<file path="config.mk">
export PLATFORM = sky130hd
export DESIGN_NAME = demux2way_8bit_buffered_flat
export DESIGN_NICKNAME = d
export VERILOG_FILES = /design/src/rtl/demux2way_8bit_buffered_pkg.sv /design/src/rtl/demux2way_8bit_buffered_if.sv /design/src/rtl/demux2way_8bit_buffered_byte_fifo.sv /design/src/rtl/demux2way_8bit_buffered.sv /design/src/flat_wrapper.sv
export SDC_FILE = /design/constraint.sdc
export NUM_CORES = 1
export LEC_CHECK = 0
export BUFFER_PORTS_ARGS = -buffer_cell sky130_fd_sc_hd__buf_2
export CORE_MARGIN = 2
export CORE_UTILIZATION = 30
export CTS_CLUSTER_SIZE = 25
export DETAILED_ROUTE_END_ITERATION = 8
export PLACE_DENSITY = 0.46
export SYNTH_ARGS = -nofsm -noshare
export SYNTH_HDL_FRONTEND = slang
export SYNTH_HIERARCHICAL = 1
export SYNTH_SLANG_ARGS = --single-unit
</file>
<file path="constraint.sdc">
create_clock -name clk -period 2.4 [get_ports clk]
set_clock_uncertainty 0.1 [all_clocks]
set_input_delay 0 -clock clk [delete_from_list [all_inputs] [get_ports clk]]
set_output_delay 0 -clock clk [all_outputs]
set_load 0.05 [all_outputs]
</file>
<file path="src/rtl/demux2way_8bit_buffered_pkg.sv">
// Shared widths and types for the buffered 2-way byte demultiplexer.
package demux2way_8bit_buffered_pkg;
    localparam int unsigned WIDTH = 8;
    localparam int unsigned DEPTH = 4;
    localparam int unsigned CNTW  = $clog2(DEPTH) + 1;

    typedef logic [WIDTH-1:0] byte_t;
    typedef logic [CNTW-1:0]  count_t;
endpackage

</file>
<file path="src/rtl/demux2way_8bit_buffered_if.sv">
// Producer-side and two consumer-side handshakes of the demux, bundled.
interface demux2way_8bit_buffered_if;
    import demux2way_8bit_buffered_pkg::*;

    logic   in_valid;
    logic   in_address;
    byte_t  in_data;
    logic   in_ready;
    logic   out0_valid;
    byte_t  out0_data;
    logic   out0_ready;
    count_t out0_count;
    logic   out1_valid;
    byte_t  out1_data;
    logic   out1_ready;
    count_t out1_count;

    // master: the producer and both consumers; slave: the demux itself
    modport master (
        output in_valid, in_address, in_data, out0_ready, out1_ready,
        input  in_ready, out0_valid, out0_data, out0_count, out1_valid, out1_data, out1_count
    );
    modport slave (
        input  in_valid, in_address, in_data, out0_ready, out1_ready,
        output in_ready, out0_valid, out0_data, out0_count, out1_valid, out1_data, out1_count
    );
endinterface

</file>
<file path="src/rtl/demux2way_8bit_buffered_byte_fifo.sv">
// Per-channel byte FIFO: registered storage, combinational head read, occupancy count.
module demux2way_8bit_buffered_byte_fifo
    import demux2way_8bit_buffered_pkg::*;
#(
    parameter int unsigned  Width = WIDTH,
    parameter int unsigned  Depth = DEPTH,
    localparam int unsigned PtrW  = $clog2(Depth),
    localparam int unsigned CntW  = PtrW + 1
) (
    input  logic             clk,
    input  logic             reset,
    input  logic             push,
    input  logic             pop,
    input  logic [Width-1:0] wdata,
    output logic             full,
    output logic             empty,
    output logic [CntW-1:0]  count,
    output logic [Width-1:0] head
);
    logic [Width-1:0] mem_q [Depth];
    logic [PtrW-1:0]  wr_ptr_q, rd_ptr_q;
    logic [CntW-1:0]  count_q;
    logic             do_push, do_pop;

    assign full    = (count_q == CntW'(Depth));
    assign empty   = (count_q == '0);
    assign count   = count_q;
    assign head    = mem_q[rd_ptr_q];
    assign do_push = push & ~full & ~reset;
    assign do_pop  = pop & ~empty & ~reset;

    // Depth is a power of two, so pointers wrap by natural overflow
    always_ff @(posedge clk) begin
        if (reset) begin
            wr_ptr_q <= '0;
            rd_ptr_q <= '0;
            count_q  <= '0;
        end else begin
            if (do_push) wr_ptr_q <= wr_ptr_q + PtrW'(1);
            if (do_pop)  rd_ptr_q <= rd_ptr_q + PtrW'(1);
            if (do_push && !do_pop) begin
                count_q <= count_q + CntW'(1);
            end else if (!do_push && do_pop) begin
                count_q <= count_q - CntW'(1);
            end
        end
    end

    always_ff @(posedge clk) begin
        if (do_push) mem_q[wr_ptr_q] <= wdata;
    end
endmodule

</file>
<file path="src/rtl/demux2way_8bit_buffered.sv">
// Steers each input byte to one of two buffered output channels by its address bit.
module demux2way_8bit_buffered
    import demux2way_8bit_buffered_pkg::*;
(
    input logic                       clk,
    input logic                       reset,
    demux2way_8bit_buffered_if.slave  bus
);
    logic full0, full1, empty0, empty1;
    logic in_ready, push0, push1;

    // Full channel refuses input even if its consumer pops this cycle
    assign in_ready     = bus.in_address ? ~full1 : ~full0;
    assign bus.in_ready = in_ready;
    assign push0        = bus.in_valid & in_ready & ~bus.in_address;
    assign push1        = bus.in_valid & in_ready & bus.in_address;

    demux2way_8bit_buffered_byte_fifo #(
        .Width (WIDTH),
        .Depth (DEPTH)
    ) u_fifo0 (
        .clk   (clk),
        .reset (reset),
        .push  (push0),
        .pop   (bus.out0_ready),
        .wdata (bus.in_data),
        .full  (full0),
        .empty (empty0),
        .count (bus.out0_count),
        .head  (bus.out0_data)
    );

    demux2way_8bit_buffered_byte_fifo #(
        .Width (WIDTH),
        .Depth (DEPTH)
    ) u_fifo1 (
        .clk   (clk),
        .reset (reset),
        .push  (push1),
        .pop   (bus.out1_ready),
        .wdata (bus.in_data),
        .full  (full1),
        .empty (empty1),
        .count (bus.out1_count),
        .head  (bus.out1_data)
    );

    assign bus.out0_valid = ~empty0;
    assign bus.out1_valid = ~empty1;
endmodule

</file>
<file path="src/flat_wrapper.sv">
// flat-port wrapper written by rule: the top's interface ports become plain ports
module demux2way_8bit_buffered_flat import demux2way_8bit_buffered_pkg::*;
  (clk, reset, bus_in_valid, bus_in_address, bus_in_data, bus_out0_ready, bus_out1_ready, bus_in_ready, bus_out0_valid, bus_out0_data, bus_out0_count, bus_out1_valid, bus_out1_data, bus_out1_count);
  demux2way_8bit_buffered_if bus_i ();
  input logic clk;
  input logic reset;
  input wire logic [$bits(bus_i.in_valid)-1:0] bus_in_valid;
  input wire logic [$bits(bus_i.in_address)-1:0] bus_in_address;
  input wire logic [$bits(bus_i.in_data)-1:0] bus_in_data;
  input wire logic [$bits(bus_i.out0_ready)-1:0] bus_out0_ready;
  input wire logic [$bits(bus_i.out1_ready)-1:0] bus_out1_ready;
  output wire logic [$bits(bus_i.in_ready)-1:0] bus_in_ready;
  output wire logic [$bits(bus_i.out0_valid)-1:0] bus_out0_valid;
  output wire logic [$bits(bus_i.out0_data)-1:0] bus_out0_data;
  output wire logic [$bits(bus_i.out0_count)-1:0] bus_out0_count;
  output wire logic [$bits(bus_i.out1_valid)-1:0] bus_out1_valid;
  output wire logic [$bits(bus_i.out1_data)-1:0] bus_out1_data;
  output wire logic [$bits(bus_i.out1_count)-1:0] bus_out1_count;
  assign bus_i.in_valid = bus_in_valid;
  assign bus_i.in_address = bus_in_address;
  assign bus_i.in_data = bus_in_data;
  assign bus_i.out0_ready = bus_out0_ready;
  assign bus_i.out1_ready = bus_out1_ready;
  assign bus_in_ready = bus_i.in_ready;
  assign bus_out0_valid = bus_i.out0_valid;
  assign bus_out0_data = bus_i.out0_data;
  assign bus_out0_count = bus_i.out0_count;
  assign bus_out1_valid = bus_i.out1_valid;
  assign bus_out1_data = bus_i.out1_data;
  assign bus_out1_count = bus_i.out1_count;
  demux2way_8bit_buffered u_core (.clk(clk), .reset(reset), .bus(bus_i));
endmodule
</file>
### Yosys cells after proc, flatten, opt, wreduce, memory -nomap -nowiden

Memory sizes are Yosys's and may differ from the RTL's. A register that Yosys moved wholly into a read port is not among the register bits.
Cells that the tools add are included.

* bits in registers: 14
* memory bits (writable): 64
* memories kept: 2

Memory list
* u_core.u_fifo0.mem_q: words 4, width 8, rd ports 1, clocked after Yosys merged registers in 1, wr ports 1, line demux2way_8bit_buffered_byte_fifo.sv:20 `logic [Width-1:0] mem_q [Depth];`
* u_core.u_fifo1.mem_q: words 4, width 8, rd ports 1, clocked after Yosys merged registers in 1, wr ports 1, line demux2way_8bit_buffered_byte_fifo.sv:20

* add/subtract/negate cells: 8
* eq/ne operators: 2
* muxes and demuxes: 13
* bitwise logic cells: 17
* reduce and logical (&&, ||, !) cells: 12

Operators by type and width (count)
* two-way mux 3 bit: 4
* bitwise AND 1 bit: 11
* adder 2 x 1 -> 2 bit (second input constant): 4
* two-way mux 2 bit: 4
* adder 3 x 1 -> 3 bit (second input constant): 2
* == test 3 bit (second input constant): 2
* zero test 3 bit: 2
* inverter 1 bit: 6
* subtractor 3 x 1 -> 3 bit (second input constant): 2
* two-way mux 1 bit: 5
* logical AND 1 bit: 4
* zero test 1 bit: 4
* nonzero test 2 bit: 2

### Longest topological paths before layout

Gate-level depths: netlist (run 1).

* depth in word-level cells: 11
* mapped depth: 10

### Modules after synthesis

Netlist (run 1), hierarchy kept.

By module, submodules not included
* demux2way_8bit_buffered_byte_fifo: times used 2, cells an instance 92, area each 1640.3 µm², seq. area each 1141.1 µm²
* demux2way_8bit_buffered: times used 1, cells an instance 5, area each 33.8 µm², seq. area each 0.0 µm²

### Worst setup path before layout (run 1)

No wires, ideal clock.

* kind: reg-to-reg
* start: register u_core.u_fifo0.count_q[0], in the netlist u_core/u_fifo0/count[0]
* end: register u_core.u_fifo0.count_q[2], in the netlist u_core/u_fifo0/count[2]
* library setup time: 0.070 ns
* arrival: 2.607 ns
* required time: 2.230 ns
* path slack: -0.378 ns
* cell stages (with the launch flop): 11
* cells stage by stage: dfxtp_1 nor3b_4 nor3b_1 inv_1 nor3_2 ha_1 inv_1 fa_1 xor2_1 or3_1 a21oi_1

* cells in the longest elaborated chain, start to end: 10
* elaborated cells on any way between the ends: 20
* classes of those cells: add/sub (2); eq/ne (1); mux (3); bitwise (8); reduce/logical (6)

RTL lines
* start: declaration: line demux2way_8bit_buffered_byte_fifo.sv:22 `logic [CntW-1:0] count_q;`
* start signal: assignment: line demux2way_8bit_buffered_byte_fifo.sv:42 `count_q <= count_q + CntW'(1);`
* start signal: assignment: line demux2way_8bit_buffered_byte_fifo.sv:44 `count_q <= count_q - CntW'(1);`
* == test 3 bit (*): line demux2way_8bit_buffered_byte_fifo.sv:25 `assign full = (count_q == CntW'(Depth));`
* via u_core.full0: line demux2way_8bit_buffered.sv:9 `logic full0, full1, empty0, empty1;`
* inverter 1 bit (*): line demux2way_8bit_buffered.sv:13 `assign in_ready = bus.in_address ? ~full1 : ~full0;`
* two-way mux 1 bit (*): line demux2way_8bit_buffered.sv:13
* bitwise AND 1 bit (*) (2 in a row): line demux2way_8bit_buffered.sv:15 `assign push0 = bus.in_valid & in_ready & ~bus.in_address;`
* via u_core.push0: line demux2way_8bit_buffered.sv:10 `logic in_ready, push0, push1;`
* bitwise AND 1 bit (*) (2 in a row): line demux2way_8bit_buffered_byte_fifo.sv:29 `assign do_push = push & ~full & ~reset;`
* via u_core.u_fifo0.do_push: line demux2way_8bit_buffered_byte_fifo.sv:23 `logic do_push, do_pop;`
* zero test 1 bit: line demux2way_8bit_buffered_byte_fifo.sv:43 `end else if (!do_push && do_pop) begin`
* logical AND 1 bit: line demux2way_8bit_buffered_byte_fifo.sv:43
* nonzero test 2 bit (no line)

The timed path passes the listed nets; every way through them passes the cells marked *. The select of a mux whose other input is x is not followed.
A chain may end at the register's enable or synchronous reset.

### Worst setup path after layout (run 1)

* start: register u_core.u_fifo1.count_q[2], in the netlist u_core/u_fifo1/count[2]
* end: register u_core.u_fifo1.count_q[2], in the netlist u_core/u_fifo1/count[2]

* cells in the longest elaborated chain, start to end: 10
* elaborated cells on any way between the ends: 20
* classes of those cells: add/sub (2); eq/ne (1); mux (3); bitwise (8); reduce/logical (6)

RTL lines
* start: declaration: line demux2way_8bit_buffered_byte_fifo.sv:22
* start signal: assignment: line demux2way_8bit_buffered_byte_fifo.sv:42
* start signal: assignment: line demux2way_8bit_buffered_byte_fifo.sv:44
* == test 3 bit (*): line demux2way_8bit_buffered_byte_fifo.sv:25
* via u_core.full1: line demux2way_8bit_buffered.sv:9
* inverter 1 bit (*): line demux2way_8bit_buffered.sv:13
* two-way mux 1 bit (*): line demux2way_8bit_buffered.sv:13
* bitwise AND 1 bit (*) (2 in a row): line demux2way_8bit_buffered.sv:16 `assign push1 = bus.in_valid & in_ready & bus.in_address;`
* via u_core.push1: line demux2way_8bit_buffered.sv:10
* bitwise AND 1 bit (*) (2 in a row): line demux2way_8bit_buffered_byte_fifo.sv:29
* via u_core.u_fifo1.do_push: line demux2way_8bit_buffered_byte_fifo.sv:23
* zero test 1 bit: line demux2way_8bit_buffered_byte_fifo.sv:43
* logical AND 1 bit: line demux2way_8bit_buffered_byte_fifo.sv:43
* nonzero test 2 bit (no line)

Marks and branches as above.

==> results_dict.tcl, run 1 <==
set metrics [dict create \
    coreArea_um2 10790 \
    p_switching_uw 1360 \
    yosys.area.top_type "edfxtp_1" \
    peakVddDrop_v 0.0005514 \
    finalSetupTns_ps 0 \
    total_leakage_power_uw 0.001468 \
    synthArstFlopShare_pct 0 \
    netlist_instances 189 \
    stdcell_count 404 \
    clock_latency_ps 340 \
    routedWlPerCell_um 15.06 \
    seq_area_frac_synth_pct 68.86 \
    final_max_slew_viol_count 0 \
    fin_nets 285 \
    synth_top_family_by_area "multiplexers" \
    synth_edf_count 64 \
    synth_top_area_share_pct 57.98 \
    start_util_pct 30.71 \
    relSlewSlack_pct 60.03 \
    dieWidth_um 109.1 \
    antenna_left 0 \
    powerDensity_nw_per_um2 923.2 \
    seqPwrFrac_pct 46.0 \
    numCtsBuffers 9 \
    n_antenna_cell 0 \
    critical_path_class "reg -> reg" \
    worst_setup_path_start_kind "flop" \
    pwr-share-clk_pct 23.5 \
    die_area_um2 11910 \
    switching_share_pct 35.60 \
    ff_latch_area_um2 2305 \
    max_freq_mhz 437.8 \
    die_h_um 109.1 \
    drc_errors 0 \
    gr-total-overflow 0 \
    rows 38 \
    io_buffers 38 \
    holdWs_ps 68.02 \
    vias_per_cell 4.319 \
    hp-class "in -> reg" \
    ys_ff_latch 82 \
    required_ps 2570 \
    ys_types 25 \
    internal-power_uw 2459 \
    yosysMostFrequentCell "edfxtp_1" \
    multi_input_area_um2 1005 \
    cts_max_path_buffers 2 \
    cp-end-kind "flop" \
    synth-compound-area-share_pct 2.492 \
    cts-root-buf "clkbuf_8" \
    drt_iter0_drc 63 \
    min_period_over_period_pct 95.17 \
    pin_count 39 \
    drt-total-wl_um 6083 \
    netlist_top_cells_count "edfxtp_1 (64), dfxtp_1 (18), mux4_2 (16)" \
    worst_pin_slew_ps 598.7 \
    routabilityCongestion 0.6867 \
    grt_max_degree 23 \
    outcome "finished, final reports clean" \
    track_usage_pct 11.04 \
    dr.pass1.iters 4 \
    synthAdderAreaFrac_pct 4.983 \
    final_hold_viol_count 0 \
    grt_pass1_wl_um 9597 \
    path_clk_slew_ps 80 \
    setup_viol 0 \
    synth_simple_gate_area_share_pct 7.286 \
    yosys_warnings 6 \
    combinationalPowerShare_pct 30.4 \
    area_growth_pct 24.80 \
    cts.sinks 82 \
    antenna_found_initial 0 \
    finalCoreUtilization_pct 38.33 \
    fill_cells 1023 \
    synth.avg_cell_area_um2 17.54 \
    synth_xor_area_share_pct 2.114 \
    hpwl_um 4019 \
    ys_top_cells_by_area "edfxtp_1 (58%), dfxtp_1 (11%), mux4_2 (11%)" \
    path_max_fanout 4 \
    synthesis.area_um2 3314 \
    dr_total_vias 1745 \
    cts_tree "done" \
    htree_num_levels 3 \
    grt_pass1_vias 1842 \
    ys.flop_type "edfxtp_1" \
    arrival_ps 2460 \
    drive_gt1_share_pct 38.26 \
    dp.cells 368 \
    synthMuxAreaShare_pct 12.38 \
    min_period_ps 2284 \
    syn-num-nets 215 \
    maxCapViolCount 0 \
]
[layout make-up]
cell class              instances  area share (%)
clock inverters                 6           1.180
flip-flops and latches         82           55.72
well taps                     140           4.235
repair buffers                 65           10.59
inverters                      10          0.9074
clock buffers                  10           3.085
multi-input cells              91           24.29
[routing by layer]
layer | track usage [%] | share of wire [%] | up-vias | wire length (um)
met1 | 13.19 | 45 | 848 | 2718
met3 | 3.467 | 4.7 | 7 | 285
li1 | - | - | 851 | -
met4 | 4.121 | 1.2 | 0 | 72
met2 | 18.63 | 49 | 39 | 3006
met5 | 0 | 0 | - | 0
[worst paths after layout]
check	startpoint	to	slack, ps	cells past startpoint
worst min-delay path	bus_in_address	u_core/u_fifo0/wr_ptr_q[0]	70	5
worst max-delay path	u_core/u_fifo1/count[2]	u_core/u_fifo1/count[2]	120	10
worst min register to register	u_core/u_fifo0/wr_ptr_q[1]	u_core/u_fifo0/wr_ptr_q[1]	410	2
worst max register to register	u_core/u_fifo1/count[2]	u_core/u_fifo1/count[2]	120	10
[critical path, cell delays in order, from the launching register on]
cell and delay (ps):
dfxtp_4 340, nor3b_4 140, and3b_1 210, inv_2 60
nor3_4 190, ha_2 200, inv_1 50, fa_2 320
xor2_1 150, or3_1 310, a21oi_1 130
[repair_timing]
item / CTS / global route
setup endpoints to repair: 0 / 2
endpoints found under the hold margin: 80 / 0
gates resized for setup: 0 / 3
hold buffers: 13 / 0
setup buffers: 0 / 7
[cell families (layout without fill, tap and decap cells)]
family	Yosys count	after routing
flip-flops	82	82
multiplexers	21	21
XOR/XNOR	8	8
AO/OA/AOI/OAI	12	12
buffers and inverters	16	91
AND/OR/NAND/NOR	38	38
adder cells (fa/ha/maj)	12	12
[power groups by stage]
stage                     clock network, uW  logic (uW)  registers [uW]
after floorplan                           0         783            1830
after global placement                    0        1060            1810
after detailed placement                  0        1070            1810
after CTS                               941        1100            1780
after global routing                    996        1240            1780
final                                   899        1160            1760
[per-stage QoR]
step                      cell area (um^2)  total power [uW]  setup WS [ps]
after floorplan                       3353              2618        -0.5715
after global placement                3746              2873          112.4
after detailed placement              3746              2879          57.40
after CTS                             4053              3822          30.78
after global routing                  4136              4018         -2.352
final                                 4136              3819          115.8
[layout by cell type (no fill, tap or decap), types with 3 or more instances in the layout]
master	count
xor2_1	8
buf_2	38
clkbuf_8	9
buf_4	13
mux4_2	16
and2_1	8
or3_1	4
edfxtp_1	64
nand2b_1	4
dfxtp_1	12
inv_1	9
nor2_1	12
o21ai_0	4
dlygate4sd3_1	13
dfxtp_4	6
mux2i_1	5
a21oi_1	3
ha_1	8
clkinvlp_4	3
[flip-flops by register name, summed over array words and instances (netlist names), named ones only]
register	count
u_core/u_fifo0/count	3
u_core/u_fifo0/mem_q	32
u_core/u_fifo0/rd_ptr_q	2
u_core/u_fifo0/wr_ptr_q	2
u_core/u_fifo1/count	3
u_core/u_fifo1/mem_q	32
u_core/u_fifo1/rd_ptr_q	2
u_core/u_fifo1/wr_ptr_q	2
Power figures use the tool's default switching activity.
==> run 2: changes to the inputs <==
--- a/config.mk
+++ b/config.mk
@@ -6,11 +6,12 @@
 export NUM_CORES = 1
 export LEC_CHECK = 0
 export BUFFER_PORTS_ARGS = -buffer_cell sky130_fd_sc_hd__buf_2
+export CORE_ASPECT_RATIO = 0.9
 export CORE_MARGIN = 2
 export CORE_UTILIZATION = 30
 export CTS_CLUSTER_SIZE = 25
 export DETAILED_ROUTE_END_ITERATION = 8
-export PLACE_DENSITY = 0.46
+export PLACE_DENSITY = 0.45
 export SYNTH_ARGS = -nofsm -noshare
 export SYNTH_HDL_FRONTEND = slang
 export SYNTH_HIERARCHICAL = 1
==> constraint.sdc (replaced) <==
create_clock -name clk -period 2.8 [get_ports clk]
set_clock_uncertainty 0.1 [all_clocks]
set_input_delay 0 -clock clk [delete_from_list [all_inputs] [get_ports clk]]
set_output_delay 0 -clock clk [all_outputs]
set_load 0.05 [all_outputs]
==> results_dict.tcl, run 2 (synthesized netlist as in run 1, its figures left out) <==
set metrics [dict create \
    outcome "finished, final reports clean" \
    die_area_um2 11910 \
    routabilityCongestion 0.6965 \
    final_max_slew_viol_count 0 \
    drive_gt1_share_pct 30.95 \
    dr_total_vias 1704 \
    drc_errors 0 \
    critical_path_class "reg -> reg" \
    post_cts_buffers 0 \
    cts.sinks 82 \
    vias_per_cell 4.426 \
    grt_pass1_wl_um 8838 \
    hpwl_um 3678 \
    drt_iter0_drc 73 \
    dr.pass1.iters 4 \
    r2r_slack_ps 270 \
    m1WireLength_um 2740 \
    total_leakage_power_uw 0.001448 \
    setup_slack_ps 265.8 \
    rsz0062_at_grt "no" \
    clock_latency_ps 330 \
    r2r_start "u_core/u_fifo1/count[0]" \
    powerDensity_nw_per_um2 848.4 \
    min_period_ps 2534 \
    final_common_cell "edfxtp_1" \
    multi_input_area_um2 969.7 \
    antenna_found_initial 0 \
    final_hold_viol_count 0 \
    hp-class "in -> reg" \
    gr-total-overflow 0 \
    worst_pin_slew_ps 602.0 \
    required_ps 2960 \
    finalCoreUtilization_pct 37.51 \
    numCtsBuffers 9 \
    antenna_left 0 \
    crit_path_end "u_core/u_fifo1/count[2]" \
    maxCapViolCount 0 \
    rr_endpoint "u_core/u_fifo1/count[2]" \
    cts_tree "done" \
    maxUsedRoutingLayer "met4" \
    die_h_um 103.7 \
    path_max_fanout 7 \
    ff_latch_area_um2 2285 \
    relSlewSlack_pct 59.81 \
    crit_path_start "u_core/u_fifo1/count[0]" \
    r2r_cells 10 \
    cts_max_path_buffers 2 \
    fin_nets 273 \
    setup_viol 0 \
    rows 36 \
    track_usage_pct 10.22 \
    drt-total-wl_um 5663 \
    arrival_ps 2700 \
    routedWlPerCell_um 14.71 \
    dpl-instance-area_um2 3669 \
    max_freq_mhz 394.6 \
    grt_max_degree 23 \
    layout_common_cells "edfxtp_1 (64), buf_2 (38), mux4_2 (16), dfxtp_1 (16)" \
    pin_count 39 \
    worst_setup_path_start_kind "flop" \
    dieWidth_um 114.8 \
    reg_top3 "u_core/u_fifo0/mem_q x32, u_core/u_fifo1/mem_q x32" \
    htree_num_levels 3 \
    start_util_pct 30.66 \
    grt_pass1_vias 1686 \
    min_period_over_period_pct 90.51 \
    pre_cts_slack_ps 231.5 \
    dr_wl_met3_um 247 \
    cts-root-buf "clkbuf_16" \
    coreArea_um2 10810 \
    fill_cells 1021 \
    wl_met2_um 2584 \
    area_growth_pct 22.35 \
    cp-end-kind "flop" \
    path_clk_slew_ps 60 \
    peakVddDrop_v 0.0005581 \
    io_buffers 38 \
    finalSetupTns_ps 0 \
    final_area_um2 4055 \
    n_antenna_cell 0 \
]
[run 2: cell type report]
class	instances	area share, %
well taps	133	4.104
multi-input cells	91	23.91
flip-flops and latches	82	56.34
clock inverters	5	0.7714
clock buffers	11	5.739
repair buffers	53	8.207
inverters	10	0.9256
[run 2: metrics by stage]
stage / total power, uW / std cells / hold slack [ps]
2_1_floorplan: 2222 / 189 / -1.131
3_3_place_gp: 2423 / 357 / 202.0
3_5_place_dp: 2424 / 357 / 197.3
4_1_cts: 3489 / 385 / 41.70
5_1_grt: 3596 / 385 / 105.8
6_report: 3440 / 385 / 60.09
[run 2: timing repair]
action,4_1_cts,5_1_grt
endpoints found under the setup margin,0,1
hold buffers,12,0
resized for setup,0,2
endpoints found under the hold margin,73,0
[run 2: power by group]
| group | leakage, uW | switching (uW) | internal, uW |
|---|---|---|---|
| Sequential | 0.000725 | 130 | 1390 |
| Clock | 0.000131 | 433 | 597 |
| Combinational | 0.000591 | 576 | 314 |
| Total | 0.00145 | 1140 | 2300 |
[run 2: worst min-delay path by stage]
stage	from	to	slack, ps	cells after the start
floorplan	bus_in_data[0]	u_core/u_fifo0/mem_q[0][0]	-1	0
global placement	bus_in_data[2]	u_core/u_fifo1/mem_q[1][2]	200	1
detailed placement	bus_in_data[6]	u_core/u_fifo0/mem_q[0][6]	200	1
CTS	bus_in_address	u_core/u_fifo0/wr_ptr_q[0]	40	5
global route	bus_in_address	u_core/u_fifo0/wr_ptr_q[0]	110	5
finish	bus_in_address	u_core/u_fifo0/wr_ptr_q[0]	60	5
[run 2: worst max-delay path: stages (launching register included)]
cell	delay [ps]
dfxtp_1	540
nor3b_4	100
and3b_1	220
inv_1	70
nor3_2	210
ha_1	210
inv_1	60
fa_1	380
xor2_1	160
or3_1	300
a21oi_1	130
[run 2: metal layers]
| layer | track usage (%) | up-vias |
|---|---|---|
| li1 | - | 832 |
| met1 | 13.24 | 825 |
| met2 | 15.51 | 37 |
| met3 | 3.569 | 10 |
| met4 | 4.389 | 0 |
| met5 | 0 | - |
==> run 3: changes to the inputs <==
--- a/config.mk
+++ b/config.mk
@@ -11,7 +11,7 @@
 export CORE_UTILIZATION = 30
 export CTS_CLUSTER_SIZE = 25
 export DETAILED_ROUTE_END_ITERATION = 8
-export PLACE_DENSITY = 0.45
+export PLACE_DENSITY = 0.47
 export SYNTH_ARGS = -nofsm -noshare
 export SYNTH_HDL_FRONTEND = slang
 export SYNTH_HIERARCHICAL = 1
==> results_dict.tcl, run 3 (synthesized netlist as in run 1, its figures left out) <==
set metrics [dict create \
    relSlewSlack_pct 60.70 \
    reg_top3 "u_core/u_fifo0/mem_q x32, u_core/u_fifo1/mem_q x32" \
    peakVddDrop_v 0.0004499 \
    arrival_ps 2740 \
    dieWidth_um 114.8 \
    worst_setup_path_start_kind "flop" \
    drive_gt1_share_pct 30.59 \
    cp_num_buf_inv 2 \
    dr.pass1.iters 4 \
    pre_cts_slack_ps 240.0 \
    p_switching_uw 1139 \
    met3_usage_pct 4.447 \
    top_usage_layer "met2" \
    cp_top_family "simple AND/OR/NAND/NOR gates" \
    hpwl_um 3770 \
    antenna_left 0 \
    gr-total-overflow 0 \
    combinationalPowerShare_pct 26.4 \
    track_usage_pct 10.82 \
    coreArea_um2 10810 \
    rsz0062_at_grt "no" \
    seqPwrFrac_pct 42.0 \
    final_common_cell "edfxtp_1" \
    drc_errors 0 \
    globalRouteMet1Util_pct 14.44 \
    required_ps 2960 \
    min_period_ps 2579 \
    grt_pass1_wl_um 9508 \
    die_area_um2 11910 \
    worstPathCellList "nor3b_4 > and3b_1 > inv_1 > nor3_2 > ha_1 > inv_1 > fa_1 > xor2_1 > or3_1 > a21oi_1" \
    numCtsBuffers 9 \
    pin_count 39 \
    io_buffers 38 \
    use_met2_pct 16.23 \
    hp-class "in -> reg" \
    dp.cells 359 \
    antenna_found_initial 0 \
    die_h_um 103.7 \
    htree_num_levels 3 \
    grt_max_degree 23 \
    fin_nets 276 \
    drt_iter0_drc 104 \
    path_clk_slew_ps 60 \
    start_util_pct 30.66 \
    hold_start "bus_in_address" \
    min_period_over_period_pct 92.10 \
    rows 36 \
    vias_per_cell 4.443 \
    powerDensity_nw_per_um2 866.8 \
    cts.sinks 82 \
    finalSetupTns_ps 0 \
    cts_max_path_buffers 2 \
    routedWlPerCell_um 14.90 \
    final_max_slew_viol_count 0 \
    crit_path_start "u_core/u_fifo1/count[2]" \
    cp_slowest_stage_delay_ps 370 \
    holdWs_ps 46.99 \
    routabilityCongestion 0.6553 \
    setup_slack_ps 221.3 \
    slowest_stage "dfxtp_1" \
    switching_share_pct 32.02 \
    dr_total_vias 1724 \
    cts-root-buf "clkbuf_16" \
    internal-power_uw 2417 \
    outcome "finished, final reports clean" \
    path_max_fanout 7 \
    timing.critical_path.mode_cell "inv_1" \
    setup_viol 0 \
    total_leakage_power_uw 0.001474 \
    critical_path_class "reg -> reg" \
    area_growth_pct 23.78 \
    stdcell_count 388 \
    maxCapViolCount 0 \
    n_antenna_cell 0 \
    cp-end-kind "flop" \
    grt_pass1_vias 1778 \
    layout_common_cells "edfxtp_1 (64), buf_2 (38), dfxtp_1 (18)" \
    max_freq_mhz 387.8 \
    worst_pin_slew_ps 588.7 \
    total_power_uw 3556 \
    drt-total-wl_um 5782 \
    cts_tree "done" \
    r2r_start "u_core/u_fifo1/count[2]" \
    pwr-share-clk_pct 31.6 \
    clock_latency_ps 330 \
    final_hold_viol_count 0 \
]
[run 3: worst min-delay path, delay by kind of cell]
family / cells / cell delay (ps)
compound gates: 1 / 50
buf+inv: 2 / 200
simple gates: 2 / 170
[run 3: power by group through the flow]
stage / combinational [uW] / clock, uW / sequential (uW)
finish: 940 / 1120 / 1490
global route: 1010 / 1220 / 1510
CTS: 951 / 1160 / 1500
detailed placement: 920 / 0 / 1520
floorplan: 664 / 0 / 1560
global placement: 922 / 0 / 1520
[run 3: repair_timing]
item                                   4_1_cts  5_1_grt
buffers inserted                             0        0
endpoints found under the hold margin       74        0
hold buffers                                13        0
gates resized for setup                      0        0
[run 3: path summary, 6_finish.rpt]
path / to / slack (ps) / depth (start not counted)
max: u_core/u_fifo1/count[2] / 220 / 10
min: u_core/u_fifo0/wr_ptr_q[0] / 50 / 5
max reg2reg: u_core/u_fifo1/count[2] / 220 / 10
min reg2reg: u_core/u_fifo0/wr_ptr_q[1] / 410 / 2
[run 3: area by class of cell]
cell class | instances | area, um^2
Fill cell | 1023 | 6708
Inverter | 10 | 37.54
Multi-Input combinational cell | 91 | 969.7
Clock buffer | 12 | 236.5
Timing Repair Buffer | 56 | 357.8
Clock inverter | 4 | 52.55
Sequential cell | 82 | 2282
Tap cell | 133 | 166.4
[run 3: through the flow]
stage	cell area, um^2	utilization, %
floorplan	3314	-
global placement	3684	34.07
detailed placement	3684	34.07
CTS	4103	37.95
global route	4103	37.95
finish	4103	37.95
[run 3: routing by layer]
metal / vias up / share of wire (%)
li1: 835 / -
met1: 843 / 49
met2: 40 / 45
met3: 6 / 4.8
met4: 0 / 1.2
met5: - / 0
